--- config.mk ---
export PLATFORM = sky130hd
export DESIGN_NAME = uart_rx_ctrl_flat
export DESIGN_NICKNAME = d
export VERILOG_FILES = /design/src/rtl/uart_pkg.sv /design/src/rtl/uart_rx_ctrl_if.sv /design/src/rtl/uart_sync_fifo.sv /design/src/rtl/uart_rx_ctrl.sv /design/src/flat_wrapper.sv
export SDC_FILE = /design/constraint.sdc
export NUM_CORES = 1
export LEC_CHECK = 0
export ABC_AREA = 1
export CORE_ASPECT_RATIO = 1.2
export CORE_MARGIN = 2
export CORE_UTILIZATION = 59
export CTS_CLUSTER_SIZE = 12
export DETAILED_ROUTE_END_ITERATION = 7
export PLACE_DENSITY = 0.82
export SLEW_MARGIN = 20
export SYNTH_ARGS = -nofsm -noshare
export SYNTH_HDL_FRONTEND = slang
export SYNTH_HIERARCHICAL = 1
export SYNTH_SLANG_ARGS = --single-unit
--- constraint.sdc ---
create_clock -name clk_i -period 4 [get_ports clk_i]
set_clock_uncertainty 0.2 [all_clocks]
set_input_delay 0.8 -clock clk_i [delete_from_list [all_inputs] [get_ports clk_i]]
set_output_delay 0.8 -clock clk_i [all_outputs]
set_load 0.02 [all_outputs]
--- src/rtl/uart_pkg.sv ---
// Shared definitions for the UART receive/transmit control blocks.
package uart_pkg;

  localparam logic [1:0] RXC_IDLE = 2'd0;
  localparam logic [1:0] RXC_PEND = 2'd1;
  localparam logic [1:0] RXC_PUSH = 2'd2;

  localparam int ST_FULL = 0;
  localparam int ST_PERR = 1;
  localparam int ST_OVF  = 2;
  localparam int ST_TOUT = 3;

  localparam int ENTRY_W = 9;

endpackage

--- src/rtl/uart_rx_ctrl_if.sv ---
// Receiver-side and host-side signal bundle of uart_rx_ctrl.
interface uart_rx_ctrl_if #(
  parameter int CW = 4
);
  logic [7:0]    rx_data_i;
  logic          rx_valid_i;
  logic          rx_ready_o;
  logic          rx_err_i;
  logic          rx_busy_i;
  logic [8:0]    data_o;
  logic          valid_o;
  logic          ready_i;
  logic [CW-1:0] count_o;
  logic [3:0]    status_o;
  logic          clr_i;
  logic          irq_o;

  modport slave (
    input  rx_data_i, rx_valid_i, rx_err_i, rx_busy_i, ready_i, clr_i,
    output rx_ready_o, data_o, valid_o, count_o, status_o, irq_o
  );

  modport master (
    output rx_data_i, rx_valid_i, rx_err_i, rx_busy_i, ready_i, clr_i,
    input  rx_ready_o, data_o, valid_o, count_o, status_o, irq_o
  );
endinterface

--- src/rtl/uart_sync_fifo.sv ---
// Synchronous first-word fall-through FIFO with wrap-bit pointers.
module uart_sync_fifo #(
  parameter int DEPTH = 8,
  parameter int WIDTH = 9
) (
  input  logic                   clk_i,
  input  logic                   rstn_i,
  input  logic                   push_i,
  input  logic                   pop_i,
  input  logic [WIDTH-1:0]       wdata_i,
  output logic [WIDTH-1:0]       rdata_o,
  output logic                   full_o,
  output logic                   empty_o,
  output logic [$clog2(DEPTH):0] count_o
);

  localparam int AW = $clog2(DEPTH);
  localparam int CW = AW + 1;

  logic [CW-1:0]    wptr_q, wptr_d;
  logic [CW-1:0]    rptr_q, rptr_d;
  logic [WIDTH-1:0] mem_q [DEPTH];
  logic             wr_en, rd_en;

  assign empty_o = (wptr_q == rptr_q);
  assign full_o  = (wptr_q[AW] != rptr_q[AW]) && (wptr_q[AW-1:0] == rptr_q[AW-1:0]);
  assign count_o = wptr_q - rptr_q;

  // A pop in the same cycle frees the slot the write lands in.
  assign rd_en = pop_i & ~empty_o;
  assign wr_en = push_i & (~full_o | rd_en);

  always_comb begin
    wptr_d = wptr_q + CW'(wr_en);
    rptr_d = rptr_q + CW'(rd_en);
  end

  always_ff @(posedge clk_i or negedge rstn_i) begin
    if (!rstn_i) begin
      wptr_q <= '0;
      rptr_q <= '0;
    end else begin
      wptr_q <= wptr_d;
      rptr_q <= rptr_d;
    end
  end

  always_ff @(posedge clk_i) begin
    if (wr_en) mem_q[wptr_q[AW-1:0]] <= wdata_i;
  end

  assign rdata_o = empty_o ? '0 : mem_q[rptr_q[AW-1:0]];

endmodule

--- src/rtl/uart_rx_ctrl.sv ---
// Stages received bytes until frame end, tags them with parity status and
// queues them for the host; keeps sticky status, idle timeout and interrupt.
//
//   state | meaning
//   IDLE  | ready for a byte from the receiver
//   PEND  | byte staged, collecting parity error until the frame ends
//   PUSH  | write staged byte into the FIFO (or drop it when full)
module uart_rx_ctrl
  import uart_pkg::*;
#(
  parameter int          DEPTH       = 8,
  parameter int          THRESH      = 4,
  parameter logic [15:0] TIMEOUT_CYC = 16'd3520
) (
  input  logic         clk_i,
  input  logic         rstn_i,
  uart_rx_ctrl_if.slave bus
);

  localparam int CW = $clog2(DEPTH) + 1;

  logic [1:0]         state_q, state_d;
  logic [7:0]         stage_q, stage_d;
  logic               stage_err_q, stage_err_d;
  logic               perr_q, perr_d;
  logic               ovf_q, ovf_d;
  logic               tout_q, tout_d;
  logic               irq_q, irq_d;
  logic [15:0]        tcnt_q, tcnt_d;
  logic [3:0]         status_q, status_d;

  logic               in_idle, in_push;
  logic               pop, accept, drop, idle_ok, tout_set;
  logic               fifo_full, fifo_empty;
  logic [CW-1:0]      fifo_count, count_nxt;
  logic [ENTRY_W-1:0] fifo_rdata;

  always_ff @(posedge clk_i or negedge rstn_i) begin
    if (!rstn_i) state_q <= RXC_IDLE;
    else         state_q <= state_d;
  end

  always_comb begin
    state_d = state_q;
    case (state_q)
      RXC_IDLE: if (bus.rx_valid_i) state_d = RXC_PEND;
      RXC_PEND: if (!bus.rx_busy_i) state_d = RXC_PUSH;
      RXC_PUSH: state_d = RXC_IDLE;
      default:  state_d = RXC_IDLE;
    endcase
  end

  always_comb begin
    in_idle = (state_q == RXC_IDLE);
    in_push = (state_q == RXC_PUSH);
  end

  // Held low while reset is asserted even though the FSM already sits in IDLE.
  assign bus.rx_ready_o = in_idle & rstn_i;

  assign pop    = ~fifo_empty & bus.ready_i;
  assign accept = in_push & (~fifo_full | pop);
  assign drop   = in_push & fifo_full & ~pop;

  always_comb begin
    stage_d     = stage_q;
    stage_err_d = stage_err_q;
    if (in_idle && bus.rx_valid_i) begin
      stage_d     = bus.rx_data_i;
      stage_err_d = 1'b0;
    end else if (state_q == RXC_PEND && bus.rx_err_i) begin
      stage_err_d = 1'b1;
    end
  end

  // Idle-line timer; holds at terminal count once the flag is up.
  always_comb begin
    idle_ok  = ~fifo_empty & ~bus.rx_busy_i & ~pop & ~accept;
    tout_set = 1'b0;
    tcnt_d   = tcnt_q;
    if (!idle_ok) begin
      tcnt_d = '0;
    end else if (!tout_q) begin
      if (tcnt_q == TIMEOUT_CYC - 16'd1) tout_set = 1'b1;
      else                               tcnt_d   = tcnt_q + 16'd1;
    end
  end

  always_comb begin
    perr_d    = (in_push & stage_err_q) | (perr_q & ~bus.clr_i);
    ovf_d     = drop | (ovf_q & ~bus.clr_i);
    tout_d    = tout_set | (tout_q & ~(pop | bus.clr_i));
    count_nxt = fifo_count + CW'(accept) - CW'(pop);
    status_d           = '0;
    status_d[ST_FULL]  = (count_nxt == CW'(DEPTH));
    status_d[ST_PERR]  = perr_d;
    status_d[ST_OVF]   = ovf_d;
    status_d[ST_TOUT]  = tout_d;
    irq_d = (fifo_count >= CW'(THRESH)) | tout_q | perr_q | ovf_q;
  end

  always_ff @(posedge clk_i or negedge rstn_i) begin
    if (!rstn_i) begin
      stage_q     <= '0;
      stage_err_q <= 1'b0;
      perr_q      <= 1'b0;
      ovf_q       <= 1'b0;
      tout_q      <= 1'b0;
      tcnt_q      <= '0;
      status_q    <= '0;
      irq_q       <= 1'b0;
    end else begin
      stage_q     <= stage_d;
      stage_err_q <= stage_err_d;
      perr_q      <= perr_d;
      ovf_q       <= ovf_d;
      tout_q      <= tout_d;
      tcnt_q      <= tcnt_d;
      status_q    <= status_d;
      irq_q       <= irq_d;
    end
  end

  uart_sync_fifo #(
    .DEPTH (DEPTH),
    .WIDTH (ENTRY_W)
  ) u_fifo (
    .clk_i   (clk_i),
    .rstn_i  (rstn_i),
    .push_i  (in_push),
    .pop_i   (pop),
    .wdata_i ({stage_err_q, stage_q}),
    .rdata_o (fifo_rdata),
    .full_o  (fifo_full),
    .empty_o (fifo_empty),
    .count_o (fifo_count)
  );

  assign bus.data_o   = fifo_rdata;
  assign bus.valid_o  = ~fifo_empty;
  assign bus.count_o  = fifo_count;
  assign bus.status_o = status_q;
  assign bus.irq_o    = irq_q;

endmodule

--- src/flat_wrapper.sv ---
// flat-port wrapper written by rule: the top's interface ports become plain ports
module uart_rx_ctrl_flat import uart_pkg::*;
#(
  parameter int          DEPTH       = 8,
  parameter int          THRESH      = 4,
  parameter logic [15:0] TIMEOUT_CYC = 16'd3520
)
  (clk_i, rstn_i, bus_rx_data_i, bus_rx_valid_i, bus_rx_err_i, bus_rx_busy_i, bus_ready_i, bus_clr_i, bus_rx_ready_o, bus_data_o, bus_valid_o, bus_count_o, bus_status_o, bus_irq_o);
  uart_rx_ctrl_if #(.CW(($clog2(DEPTH) + 1))) bus_i ();
  input  logic clk_i;
  input  logic rstn_i;
  input wire logic [$bits(bus_i.rx_data_i)-1:0] bus_rx_data_i;
  input wire logic [$bits(bus_i.rx_valid_i)-1:0] bus_rx_valid_i;
  input wire logic [$bits(bus_i.rx_err_i)-1:0] bus_rx_err_i;
  input wire logic [$bits(bus_i.rx_busy_i)-1:0] bus_rx_busy_i;
  input wire logic [$bits(bus_i.ready_i)-1:0] bus_ready_i;
  input wire logic [$bits(bus_i.clr_i)-1:0] bus_clr_i;
  output wire logic [$bits(bus_i.rx_ready_o)-1:0] bus_rx_ready_o;
  output wire logic [$bits(bus_i.data_o)-1:0] bus_data_o;
  output wire logic [$bits(bus_i.valid_o)-1:0] bus_valid_o;
  output wire logic [$bits(bus_i.count_o)-1:0] bus_count_o;
  output wire logic [$bits(bus_i.status_o)-1:0] bus_status_o;
  output wire logic [$bits(bus_i.irq_o)-1:0] bus_irq_o;
  assign bus_i.rx_data_i = bus_rx_data_i;
  assign bus_i.rx_valid_i = bus_rx_valid_i;
  assign bus_i.rx_err_i = bus_rx_err_i;
  assign bus_i.rx_busy_i = bus_rx_busy_i;
  assign bus_i.ready_i = bus_ready_i;
  assign bus_i.clr_i = bus_clr_i;
  assign bus_rx_ready_o = bus_i.rx_ready_o;
  assign bus_data_o = bus_i.data_o;
  assign bus_valid_o = bus_i.valid_o;
  assign bus_count_o = bus_i.count_o;
  assign bus_status_o = bus_i.status_o;
  assign bus_irq_o = bus_i.irq_o;
  uart_rx_ctrl #(.DEPTH(DEPTH), .THRESH(THRESH), .TIMEOUT_CYC(TIMEOUT_CYC)) u_core (.clk_i(clk_i), .rstn_i(rstn_i), .bus(bus_i));
endmodule
# [Yosys cells after proc, flatten, opt, wreduce, memory -nomap -nowiden]
# Memory sizes are Yosys's and may differ from the RTL's.
# Cells that the tools add are included.
[word_totals] ff_bits=43 ramBits=72 memories=1
[mem_list] name="u_core.u_fifo.mem_q" words=8 word_bits=9 read_ports=1 rd_clocked_by_memory_dff=0 wr=1 line="uart_sync_fifo.sv:22" rtl="logic [WIDTH-1:0] mem_q [DEPTH];"
[classes] add_sub_neg=6 n_lt_le_gt_ge=1 eq_ne=11 muxes=14 n_bitwise=30 reduce_logical=7
[ops] op="$mux 16" count=3
[ops] op="$add 16x1->16 const B" count=1
[ops] op="$eq 16x12->1 const B" count=1
[ops] op="$and 1x1->1" count=14
[ops] op="$add 4x1->4" count=3
[ops] op="$mux 9" count=1
[ops] op="$or 1x1->1" count=9
[ops] op="$ne 2x2->1 const B" count=4
[ops] op="$mux 1" count=7
[ops] op="$not 1->1" count=7
[ops] op="$eq 4x4->1" count=1
[ops] op="$eq 4x4->1 const B" count=1
[ops] op="$ge 4x3->1 const B" count=1
[ops] op="$mux 2" count=2
[ops] op="$pmux 2 s2" count=1
[ops] op="$reduce_and 2->1" count=2
[ops] op="$sub 4x1->4" count=1
[ops] op="$sub 4x4->4" count=1
[ops] op="$eq 3x3->1" count=1
[ops] op="$logic_and 1x1->1" count=3
[ops] op="$eq 2x1->1 const B" count=1
[ops] op="$eq 2x2->1 const B" count=1
[ops] op="$logic_not 2->1" count=1
[ops] op="$reduce_bool 2->1" count=1
[ops] op="$ne 1x1->1" count=1

# [Logic depth before layout (Yosys ltp)]
[logic_depth] ltp_word=9 depth_mapped=21 depth_no_buf=20

# [By module]
# Netlist, hierarchy kept.
[by_module_without_submodules] module="uart_sync_fifo" instances=1 cells_per_inst=375 area_each_um2=3728.6
[by_module_without_submodules] module="uart_rx_ctrl" instances=1 cells_per_inst=261 area_each_um2=1883.1

# [Worst setup path after synthesis]
# No wires, ideal clock.
[synth_path] kind="register -> register" start="register u_core.u_fifo.rptr_q[1]" end="register u_core.status_q[0], in the netlist u_core/bus.status_o[0]" arrival_time_ns=3.120 required_time_ns=3.712 slack_ns=0.592 stages_incl_launch_ff=21 synth_period_minus_slack_ns=3.408 path_cell_list="dfrtp_1 -> clkinv_1 -> buf_2 -> ha_1 -> nand2_1 -> nor2_2 -> inv_1 -> nor2_2 -> inv_2 -> nand2_1 -> nand2_2 -> nand2_1 -> ha_1 -> inv_1 -> ha_1 -> inv_1 -> fa_1 -> nand2_1 -> nor2_1 -> o21ai_0 -> nor3b_1"
[synth_between] elab_chain_len=8 elab_cells_between_ends=12 classes_between="3 x add/sub; 3 x eq/ne; 5 x bitwise; 1 x reduce/logical"
[synth_lines] element="from (decl)" line="uart_sync_fifo.sv:21" rtl="logic [CW-1:0] rptr_q, rptr_d;"
[synth_lines] element="from (signal assigned)" line="uart_sync_fifo.sv:44" rtl="rptr_q <= rptr_d;"
[synth_lines] element="$eq 4x4->1 *" line="uart_sync_fifo.sv:25" rtl="assign empty_o = (wptr_q == rptr_q);"
[synth_lines] element="named net u_core.fifo_empty" line="uart_rx_ctrl.sv:34" rtl="logic fifo_full, fifo_empty;"
[synth_lines] element="$not 1->1 *"
[synth_lines] element="named net bus_valid_o" line="flat_wrapper.sv:20" rtl="output wire logic [$bits(bus_i.valid_o)-1:0] bus_valid_o;"
[synth_lines] element="$and 1x1->1 *" line="uart_rx_ctrl.sv:61" rtl="assign pop = ~fifo_empty & bus.ready_i;"
[synth_lines] element="$or 1x1->1" line="uart_rx_ctrl.sv:62" rtl="assign accept = in_push & (~fifo_full | pop);"
[synth_lines] element="$and 1x1->1" line="uart_rx_ctrl.sv:62"
[synth_lines] element="$add 4x1->4" line="uart_rx_ctrl.sv:93" rtl="count_nxt = fifo_count + CW'(accept) - CW'(pop);"
[synth_lines] element="$sub 4x1->4 *" line="uart_rx_ctrl.sv:93"
[synth_lines] element="$eq 4x4->1 *" line="uart_rx_ctrl.sv:95" rtl="status_d[ST_FULL] = (count_nxt == CW'(DEPTH));"
[synth_lines] element="named net u_core.status_d[0]" line="uart_rx_ctrl.sv:30" rtl="logic [3:0] status_q, status_d;"
[synth_lines] element="to (signal assigned)" line="uart_rx_ctrl.sv:119" rtl="status_q <= status_d;"
[synth_lines] element="to (decl)" line="uart_rx_ctrl.sv:30"
# The timed path passes the listed nets; every way through them passes the cells marked *.
# A chain may end at the register's enable or synchronous reset.

# [Worst setup path after layout]
[layout_path] start="register u_core.u_fifo.wptr_q[2]" end="register u_core.status_q[0], in the netlist u_core/bus.status_o[0]"
[layout_between] elab_chain_len=8 elab_cells_between_ends=12 classes_between="3 x add/sub; 3 x eq/ne; 5 x bitwise; 1 x reduce/logical"
[layout_lines] element="from (decl)" line="uart_sync_fifo.sv:20" rtl="logic [CW-1:0] wptr_q, wptr_d;"
[layout_lines] element="from (signal assigned)" line="uart_sync_fifo.sv:43" rtl="wptr_q <= wptr_d;"
[layout_lines] element="$eq 4x4->1 *" line="uart_sync_fifo.sv:25"
[layout_lines] element="named net u_core.fifo_empty" line="uart_rx_ctrl.sv:34"
[layout_lines] element="$not 1->1 *" line="uart_rx_ctrl.sv:61"
[layout_lines] element="$and 1x1->1 *" line="uart_rx_ctrl.sv:61"
[layout_lines] element="$or 1x1->1" line="uart_rx_ctrl.sv:62"
[layout_lines] element="$and 1x1->1" line="uart_rx_ctrl.sv:62"
[layout_lines] element="$add 4x1->4" line="uart_rx_ctrl.sv:93"
[layout_lines] element="$sub 4x1->4 *" line="uart_rx_ctrl.sv:93"
[layout_lines] element="$eq 4x4->1 *" line="uart_rx_ctrl.sv:95"
[layout_lines] element="named net u_core.status_d[0]" line="uart_rx_ctrl.sv:30"
# Marks and branches as above.

==> Flow_metrics.wiki <==
{| class="wikitable"
! Metric !! Value
|-
| Synth top area cells || edfxtp_1 39%, dfrtp_1 18%, nand2_1 13%
|-
| Max stage delay cell, worst path || dfrtp_1
|-
| Estimated wirelength of the detail-placed design || 7950 µm
|-
| Largest vdd supply drop || 0.452 mV
|-
| Synth area leader || edfxtp_1
|-
| Number of clock sinks || 112
|-
| Crit path required time || 4.05 ns
|-
| Count of maximum capacitance violations || 0
|-
| Die Span X || 93.0 µm
|-
| Floorplan row count || 39
|-
| Cell seen most often among critical-path stages || nand2_1
|-
| Detailed Routing Iterations Pass 1 || 5
|-
| Number of buffer and inverter instances along the worst setup path || 4
|-
| GR peak layer || met2
|-
| Post-Syn Area || 5610 µm²
|-
| Worst slew margin relative to its limit || 35.6%
|-
| Multi-input gate area || 1860 µm²
|-
| Maximum clock rate || 276 MHz
|-
| Largest net degree at the start of global routing || 41
|-
| Clock edge transition at the registers on the reported setup and hold paths || 0.07 ns
|-
| Minimum clock period after layout || 3.63 ns
|-
| Leak Pwr || 2.92 nW
|-
| Met2 track utilization from global routing || 41.8%
|-
| Data arrival time of the worst path || 3.67 ns
|-
| Total via count after detailed routing || 4240
|-
| Sort of element at the start of the critical path || flop
|-
| Total of warnings raised by yosys || 6
|-
| Final-report setup violation count || 0
|-
| Type of the setup path with the least slack || reg -> reg
|-
| Cell count after synthesis || 636
|-
| Number of post-CTS setup repair buffers || 0
|-
| Synth unique cells || 32
|-
| Setup TNS Final || 0 ns
|-
| Kind of cell adding the most delay to the critical path || simple AND/OR/NAND/NOR gates
|-
| Number of gates resized after cts || 0
|-
| Detail-routed via count per cell || 5.33
|-
| Clock root cell || clkbuf_16
|-
| TritonCTS clock tree || done
|-
| Overall die height || 111 µm
|-
| CP max FO || 7
|-
| Post-DR wirelength/cell || 14.8 µm
|-
| Residual DRC || 0
|-
| Grt met3 use || 3.47%
|-
| Post-synth top area share || 38.5%
|-
| Initial Util || 59.9%
|-
| Met1 Resource Use GR || 29.9%
|-
| Global-route total usage across every layer || 24.1%
|-
| Logic depth of the worst register-to-register path || 19
|-
| Portion of the post-synthesis area used by sequential elements || 56.4%
|-
| I/O pin count || 35
|-
| Clock buffer count from CTS || 9
|-
| Design Power || 4.83 mW
|-
| Overflow left after global routing || 0
|-
| Die ar. || 10300 µm²
|-
| Maximum root-to-sink buffer count || 2
|-
| Layout Nets || 698
|-
| Number of input and output port buffers inserted || 34
|-
| Initial DRC count || 321
|-
| Pwr Density || 762 nW/µm²
|-
| Top_reg_cell synth || edfxtp_1
|-
| Area of all sequential standard cells || 3160 µm²
|-
| Final Hold Viols || 0
|-
| Clock network latency to the later pin of the worst-skew pair || 0.35 ns
|-
| Cells on Worst Hold Path || 2
|-
| Clock H-tree levels || 3
|-
| Hold Path Class || reg -> reg
|-
| Fraction of the cycle the final worst path needs || 90.7%
|-
| Number of synthesized register bits || 112
|-
| Transition time at the pin with the least slew margin || 0.963 ns
|-
| Wire length of the first global-routing pass || 19300 µm
|-
| Synth async-reset ratio || 35.7%
|-
| Stages on worst setup path || 19
|-
| Initial antenna violation count || 0
|-
| Antenna-violating nets left || 0
|-
| Delay of the slowest cell on the worst path || 0.47 ns
|-
| Core ar. || 9370 µm²
|-
| Total length of routed wires || 11800 µm
|-
| Max-slew violation count || 0
|-
| Average cell area after synthesis || 8.82 µm²
|-
| Result of the run || complete, no violations
|-
| Weighted congestion at the end of routability-driven global placement || 0.823
|-
| Post-Synthesis Net Count || 666
|-
| Synth-to-layout area growth || 12.9%
|-
| Setup repair after global routing missed its margin || no
|-
| Layout filler cell count || 733
|-
| Cells along the critical path || ha_1 -> nand2_1 -> nor2_2 -> inv_1 -> nor2_2 -> inv_2 -> nand2_1 -> nand2_2 -> nand2_1 -> ha_1 -> inv_1 -> ha_1 -> inv_1 -> fa_1 -> nand2_1 -> nand2_1 -> nor2_1 -> o21ai_0 -> nor3b_1
|-
| Antenna fix cells || 0
|-
| Endpoint class of the critical path || flop
|-
| Hold bufs inserted after CTS || 0
|-
| Dominant cell by count in the synthesized netlist || nand2_1
|-
| Proportion of layout cells with a drive suffix above 1 || 7.28%
|-
| Number of global-route vias before repair || 4115
|-
| EDFF count, synth || 72
|-
| Most frequent cells after synthesis || 197 x nand2_1, 113 x inv_1, 72 x edfxtp_1
|}
-- flip-flops by register name, summed over array words and instances (netlist names) --
| register | flops |
|---|---|
| u_core/bus.status_o | 4 |
| u_core/u_fifo/mem_q | 72 |
| u_core/stage_err_q | 1 |
| u_core/bus.irq_o | 1 |
| u_core/tcnt_q | 16 |
| u_core/u_fifo/wptr_q | 4 |
| u_core/stage_q | 8 |
| u_core/u_fifo/rptr_q | 4 |
| u_core/state_q | 2 |
-- metal layers --
layer  vias up  share of wire, %
met1      2033                40
met3        28               4.2
li1       2060                 -
met5         -                 0
met4         0               2.6
met2       119                53
-- layout make-up --
class / instances / area share (%)
sequential: 112 / 49.9
multi-input combinational: 387 / 29.4
inverter: 118 / 7.07
timing repair buffer: 40 / 6.00
clock buffer: 9 / 3.55
tap: 123 / 2.43
clock inverter: 7 / 1.62
-- worst paths after layout --
kind	startpoint	slack, ns	to
min reg2reg	u_core/tcnt_q[15]	0.31	u_core/tcnt_q[15]
max	u_core/u_fifo/wptr_q[2]	0.37	u_core/bus.status_o[0]
max in group asynchronous	rstn_i	2.90	u_core/u_fifo/rptr_q[3]
min	u_core/tcnt_q[15]	0.31	u_core/tcnt_q[15]
min in group asynchronous	rstn_i	0.33	u_core/tcnt_q[3]
max reg2reg	u_core/u_fifo/wptr_q[2]	0.37	u_core/bus.status_o[0]
-- logic make-up (layout without fill, tap and decap cells) --
family	count (synthesis)	after routing	share of synthesized area [%]
flops	112	112	56.4
xor+xnor	7	7	1.23
compound gates	26	26	2.65
simple gates	339	339	25.7
fa+ha+maj	15	15	3.61
buf+inv	137	174	10.4
-- cells in the final DEF, fill, tap and decap left out, drive strengths merged, types with 9 or more instances in the layout --
master,n
ha,13
nor2,58
edfxtp,72
dfrtp,40
nand2,200
clkbuf,9
clkdlybuf4s50,33
inv,119
nand3,72
o21ai,18
-- stage by stage --
stage	hold WS [ns]	std cells	worst slack, ns	cell area, µm²	utilization [%]
4_1_cts	0.309	796	0.431	6340	67.6
5_1_grt	0.343	796	0.107	6340	67.6
6_report	0.315	796	0.372	6340	67.6
2_1_floorplan	0.253	636	0.592	5610	-
3_3_place_gp	0.270	780	0.824	6010	64.1
3_5_place_dp	0.291	780	0.537	6010	64.1
-- worst register-to-register path, stage by stage (launching register included) --
cell	delay [ns]
dfrtp_1	0.47
ha_1	0.38
nand2_1	0.13
nor2_2	0.12
inv_1	0.07
nor2_2	0.24
inv_2	0.06
nand2_1	0.11
nand2_2	0.10
nand2_1	0.08
ha_1	0.24
inv_1	0.07
ha_1	0.16
inv_1	0.06
fa_1	0.39
nand2_1	0.09
nand2_1	0.07
nor2_1	0.13
o21ai_0	0.10
nor3b_1	0.25
-- report_power, final --
part           total [mW]  switching, mW  leakage, nW  internal, mW
clock               0.976          0.418        0.162         0.558
combinational        2.22           1.36         1.59         0.856
sequential           1.63          0.169         1.17          1.46
No activity file was read; power rests on OpenSTA's default activity.
==> RTL change (same flow settings) <==
`stage_q` no longer has a reset.
--- a/src/rtl/uart_rx_ctrl.sv
+++ b/src/rtl/uart_rx_ctrl.sv
@@ -101,7 +101,6 @@
 
   always_ff @(posedge clk_i or negedge rstn_i) begin
     if (!rstn_i) begin
-      stage_q     <= '0;
       stage_err_q <= 1'b0;
       perr_q      <= 1'b0;
       ovf_q       <= 1'b0;
@@ -110,7 +109,6 @@
       status_q    <= '0;
       irq_q       <= 1'b0;
     end else begin
-      stage_q     <= stage_d;
       stage_err_q <= stage_err_d;
       perr_q      <= perr_d;
       ovf_q       <= ovf_d;
@@ -119,6 +117,10 @@
       status_q    <= status_d;
       irq_q       <= irq_d;
     end
+  end
+
+  always_ff @(posedge clk_i) begin
+    stage_q <= stage_d;
   end
 
   uart_sync_fifo #(
Function: same outputs for any inputs over 10 cycles, from zero or initial values and one cycle with rstn_i low; that may be too few to reach the edited logic, so the function may still have changed.
==> RTL change against the unedited design <==
Cell area is 2.0% lower. Power decreased by 12%. Area after synthesis shrank 0.89%. Sequential cell count unchanged. Critical endpoint is now bus_data_o[2]. Final cell count shrank 2.5%. Routed wire length down 11%. Worst setup slack better by 45 ps.
==> RTL change: results (changes against the unedited design) <==
status: "finished clean"
nNetsFinal: 681  # -2.4%
drive_above_1_share_pct: 8.384  # +1.1 points
dp_hpwl_mm: 7.054  # -11%
critPathCapture: "bus_data_o[2]"
synth_edf_count: 80  # +11%
grt_max_degree: 39  # -4.9%
path_clk_slew_ps: 110  # +40 ps
fin_ws_ps: 417.1  # +44.80 ps
hold_slack_ps: 335.4  # +20.46 ps
combPwrFrac_pct: 50.1  # +4.1 points
dp_slack_ps: 581.8  # +45.20 ps
switching_power_mw: 1.791  # -8.1%
r2r-end: "u_core/tcnt_q[9]$_DFFE_PN0P_"
synth-compound-area-share_pct: 2.677  # +0.024 points
tightestPinTransition_ps: 781.5  # -181.3 ps
ys_async_sr_fraction_pct: 28.57  # -7.1 points
r2r_setup_slack_ps: 540  # +170 ps
p_leak_nw: 2.805  # -4.0%
synth-adder-area-share_pct: 3.645  # +0.033 points
grt_pass1_vias: 3773  # -8.3%
cts-root-buf: "clkbuf_8"
critPathSlowestCell: "clkdlybuf4s50_1"
powerSeq_mw: 1.49  # -9%
grtUsageTotal_pct: 22.08  # -2.0 points
routed_via_density: 5.139  # -3.5%
critical_path.max_fanout: 9  # +2
max_stage_delay_ps: 530  # +60 ps
yosys-top-cells-area: "edfxtp_1 (43%), dfrtp_1 (14%), nand2_1 (12%)"
ys_seq_area_share_pct: 57.59  # +1.2 points
syn-num-nets: 642  # -3.6%
grt_pass1_wl_mm: 17.17  # -11%
-- RTL change: per-layer routing --
metal | track usage [%] | wire, µm | up-vias | part of all wire (%)
li1 | - | - | 1998 | -
met1 | 26.61 | 4427 | 1855 | 42
met2 | 39.57 | 5307 | 112 | 51
met3 | 3.943 | 549 | 23 | 5.2
met4 | 9.139 | 206 | 0 | 2.0
met5 | 0 | 0 | - | 0
-- RTL change: through the flow --
| step | total power, mW | instance area, µm² | cells |
|---|---|---|---|
| detailed placement | 3.645 | 6012 | 760 |
| CTS | 4.294 | 6212 | 776 |
| global route | 4.579 | 6212 | 776 |
| floorplan | 2.948 | 5562 | 612 |
| global placement | 3.576 | 6012 | 760 |
| finish | 4.269 | 6212 | 776 |
-- RTL change: final cells by class --
cell class                 count  area share, %
clock inverter                 7          1.229
tap                          120          2.417
sequential                   112          51.56
inverter                     118          7.210
multi-input combinational    363          28.54
clock buffer                   9          1.994
timing repair buffer          47          7.049
